### src/rtl/serial_word_loader.sv
// Serial-to-parallel word loader: assembles a W-bit word MSB first, checks an
// optional even-parity bit and issues one write pulse per good frame.
module serial_word_loader #(
  parameter int W         = 16,
  parameter bit PARITY_EN = 1'b1
) (
  input  logic         clk,
  input  logic         reset_asynchronous_n,
  input  logic         start_frame,
  input  logic         bit_valid,
  input  logic         serial_in,
  output logic [W-1:0] data_out,
  output logic         write_enable_out,
  output logic         parity_error,
  output logic         busy
);

  localparam int CW = $clog2(W + 1);

  typedef enum logic [1:0] {
    IDLE   = 2'd0,
    SHIFT  = 2'd1,
    PARITY = 2'd2
  } state_e;

  state_e         state_q, state_d;
  logic [W-1:0]   shift_q, shift_d;
  logic [CW-1:0]  count_q, count_d;
  logic [W-1:0]   data_q, data_d;
  logic           we_q, we_d;
  logic           perr_q, perr_d;
  logic           busy_q, busy_d;

  // Even parity: the parity bit that makes the total number of ones even.
  function automatic logic even_parity(input logic [W-1:0] word);
    return ^word;
  endfunction

  // Next-state and next-output computation for the frame FSM.
  always_comb begin
    state_d = state_q;
    shift_d = shift_q;
    count_d = count_q;
    data_d  = data_q;
    we_d    = 1'b0;
    perr_d  = 1'b0;
    case (state_q)
      IDLE: begin
        if (start_frame) begin
          shift_d = '0;
          count_d = '0;
          state_d = SHIFT;
        end else begin
          state_d = IDLE;
        end
      end
      SHIFT: begin
        // start_frame wins over a coincident bit, which is dropped.
        if (start_frame) begin
          shift_d = '0;
          count_d = '0;
          state_d = SHIFT;
        end else if (bit_valid) begin
          shift_d = {shift_q[W-2:0], serial_in};
          count_d = count_q + CW'(1);
          if (count_q == CW'(W - 1)) begin
            if (PARITY_EN) begin
              state_d = PARITY;
            end else begin
              data_d  = {shift_q[W-2:0], serial_in};
              we_d    = 1'b1;
              state_d = IDLE;
            end
          end else begin
            state_d = SHIFT;
          end
        end else begin
          state_d = SHIFT;
        end
      end
      PARITY: begin
        if (start_frame) begin
          shift_d = '0;
          count_d = '0;
          state_d = SHIFT;
        end else if (bit_valid) begin
          if (serial_in == even_parity(shift_q)) begin
            data_d = shift_q;
            we_d   = 1'b1;
          end else begin
            perr_d = 1'b1;
          end
          state_d = IDLE;
        end else begin
          state_d = PARITY;
        end
      end
      default: begin
        shift_d = '0;
        count_d = '0;
        state_d = IDLE;
      end
    endcase
    busy_d = (state_d != IDLE);
  end

  // State and output registers; reset clears everything without a clock.
  always_ff @(posedge clk or negedge reset_asynchronous_n) begin
    if (!reset_asynchronous_n) begin
      state_q <= IDLE;
      shift_q <= '0;
      count_q <= '0;
      data_q  <= '0;
      we_q    <= 1'b0;
      perr_q  <= 1'b0;
      busy_q  <= 1'b0;
    end else begin
      state_q <= state_d;
      shift_q <= shift_d;
      count_q <= count_d;
      data_q  <= data_d;
      we_q    <= we_d;
      perr_q  <= perr_d;
      busy_q  <= busy_d;
    end
  end

  assign data_out         = data_q;
  assign write_enable_out = we_q;
  assign parity_error     = perr_q;
  assign busy             = busy_q;

endmodule

### config.mk
export PLATFORM = sky130hd
export DESIGN_NAME = serial_word_loader
export DESIGN_NICKNAME = d
export VERILOG_FILES = /design/src/rtl/serial_word_loader.sv
export SDC_FILE = /design/constraint.sdc
export NUM_CORES = 1
export LEC_CHECK = 0
export CAP_MARGIN = 20
export CORE_MARGIN = 2
export CORE_UTILIZATION = 55
export DETAILED_ROUTE_END_ITERATION = 7
export HOLD_SLACK_MARGIN = 0.05
export PLACE_DENSITY = 0.77
export REMOVE_ABC_BUFFERS = 1
export SETUP_SLACK_MARGIN = 0.02
export SYNTH_ARGS = -nofsm -noshare
export SYNTH_HDL_FRONTEND = slang
export SYNTH_SLANG_ARGS = --single-unit
### constraint.sdc
create_clock -name clk -period 3.1 [get_ports clk]
set_input_delay 0.62 -clock clk [delete_from_list [all_inputs] [get_ports clk]]
set_output_delay 0.62 -clock clk [all_outputs]
set_load 0.01 [all_outputs]
==> run metrics <==
RSZ-0062 raised after global routing no; Syn Area/Cell 13.74 sq um; hold-fix buffers at CTS 0; sequential fraction of the synthesis area a little under three fifths; Final Skew around 0.012 ns; leakage power 1.008 nW; CP endpoint kind flip-flop; Slew HR ~40%; Least-Margin Pin Slew slightly below 0.9 ns; HP Class input port to asynchronous set/reset pin; Root Driver clkbuf_4; Crit Path Class input port to flip-flop; max incr delay on CP between 0.4 and 0.5 ns; area of the multi-input gates 730.7 sq um; number of remaining DRC errors 0; vias in the first global route 1,110; Final period util between 70 and 80%; Top Ports 24; FF+latch count, synth between 40 and 50; n_diodes 0; final net count 170; core box area slightly above 3000 sq um; post-synth top area cell dfrtp_1; Placed Cells incl. Taps 200; dpl ws between 0.2 and 0.3 ns; Synth top area share ~57%; initial antenna violation count 0; most frequent cells in the layout 42 x dfrtp_1, 22 x clkdlybuf4s50_1, 17 x a22o_1, 11 x xnor2_1, 9 x mux2_4; max_cap viols 0; GR Util All Layers 19.64%; first-pass iteration count of the detailed router 4; TritonCTS clock tree done; largest net degree at the start of global routing 43; Final ANT Viol Nets 0; Sequential Area 1051 sq um; Placed Area between 2000 and 2500 sq um; CP Buf/Inv Count 2; Synth area leaders dfrtp_1 57%, a22o_1 8.1%, mux2_4 7.4%, xnor2_1 5.3%, mux2_2 4.3%; total grt overflow 0; total power approximately 0.00089 W; status finished clean; Syn Inst Count ~130; pwr dens 405.6 nW/um^2; Final setup viols 0; Post-Route Setup TNS 0 ns; fmax between 400 and 500 MHz; Rows 20; die area about 3800 sq um; initial DRC count 60; clk_lat worst skew 0.35 ns; CTS HTree Levels 2; P&R area growth vs syn 19.44%; Die H approximately 62 microns; fin. max-slew vios 0; worst-path fanout max 15; VDD IR max around 0.00027 V; commonest non-fill, non-tap cell in the layout dfrtp_1; Slowest-stage cell, CP clkdlybuf4s50_1; Required @ worst endpoint ~3.4 ns; GP Congestion between 0.7 and 0.8; Finished Cell Area 2183 sq um; routed vias/inst about 5.5; filler cell count about 240; Reg2Reg Setup Slack a little over 0.9 ns; layout cell share with drive strength beyond 1 approximately a fifth; non-filler cells, final 208; Clock transition at path regs 0.12 ns; initial core utilization about three fifths; final number of hold-violating endpoints 0; CTS max path bufs 2; post-CTS sizing 0; Yosys cell types 28; global-route wire length before repair 5.230 mm; warning count from the yosys run 0; clock buffer count from CTS 5; Post-DP HPWL between 2 and 2.5 mm; vias 1,145; Min Clock Period, post-route around 2.4 ns; Critical Path AT 2.69 ns; Chip Width roughly 60 microns; CP delay by family, top XOR/XNOR gates; WL/cell between 15 and 20 microns; WL final ~3.2 mm; setup ws final 0.6593 ns; CP Launch Type input port; port bufs 23; Setup Buffers After CTS 0; CTS sink cnt between 40 and 50; cells along the critical path clkdlybuf4s50_1 > xor2_1 > xnor2_1 > xnor3_2 > mux2i_4 > buf_12 > mux2_2; Syn Std Cell Area 1828 sq um
-- cell usage after synthesis --
master and instances:
nand2_1 7, dfrtp_1 42, clkbuf_1 3, and2_1 1
ha_1 2, mux2i_4 1, mux2_4 9, nor2b_1 2
or2_2 1, a31oi_1 2, o21ai_0 4, a21oi_1 4
nor4bb_1 1, nor2_1 6, inv_1 3, xor2_1 1
xnor2_1 11, mux2_2 7, nor3b_1 1, buf_1 1
xnor3_1 1, or3_1 1, and3_1 1, or2_0 1
buf_12 1, a22o_1 17, nand4_1 1, xnor3_2 1
-- state kept, by name, summed over array words and instances, names as in the netlist --
register          flops
data_out             16
shift_q              16
count_q               5
state_q               2
busy                  1
parity_error          1
write_enable_out      1
-- path summary, 6_finish.rpt --
check / cells past startpoint / end / from
max: 7 / data_out[6]$_DFFE_PN0P_ / serial_in
min: 1 / data_out[5]$_DFFE_PN0P_ / reset_asynchronous_n
max reg2reg: 6 / data_out[6]$_DFFE_PN0P_ / shift_q[9]$_DFFE_PN0P_
min reg2reg: 2 / count_q[4]$_DFFE_PN0P_ / count_q[4]$_DFFE_PN0P_
max in group asynchronous: 1 / count_q[1]$_DFFE_PN0P_ / reset_asynchronous_n
min in group clk: 2 / count_q[4]$_DFFE_PN0P_ / count_q[4]$_DFFE_PN0P_
-- final cells by class --
| class | count | area share (%) |
|---|---|---|
| clock inverters | 1 | 0.2292 |
| flip-flops and latches | 42 | 48.14 |
| well taps | 44 | 2.521 |
| clock buffers | 7 | 2.521 |
| inverters | 3 | 0.5158 |
| multi-input cells | 83 | 33.47 |
| repair buffers | 28 | 12.61 |
-- cells by family (layout without fill, tap and decap cells) --
group	count (synthesis)	count (layout)	synth area share, %
muxes	17	17	12.94
xor gates and xnor gates	14	14	8.282
DFF	42	42	57.49
buffers and inverters	8	39	2.532
and+or+nand+nor	23	23	6.367
adders and majority gates	2	2	1.369
AOI/OAI and AO/OA	27	27	11.02
-- per-stage QoR --
stage | hold slack [ns] | util, %
after detailed placement | 0.4959 | 68.43
after global placement | 0.4644 | 68.43
after CTS | 0.4134 | 70.36
after floorplan | 0.3244 | -
final | 0.3827 | 70.36
after global routing | 0.4325 | 70.36
-- power breakdown --
group,switching (W),internal [W]
Sequential,0.00000490,0.000551
Combinational,0.0000292,0.0000207
Clock,0.000169,0.000110
Total,0.000203,0.000682
-- per-layer routing --
metal	routed length [microns]	part of all wire, %	global-route usage (%)	vias up
li1	-	-	-	531
met1	1441	45	26.27	579
met2	1556	49	29.47	28
met3	107	3.4	5.042	7
met4	65	2.0	10.33	0
met5	0	0	0	-
Power figures use the tool's default switching activity.
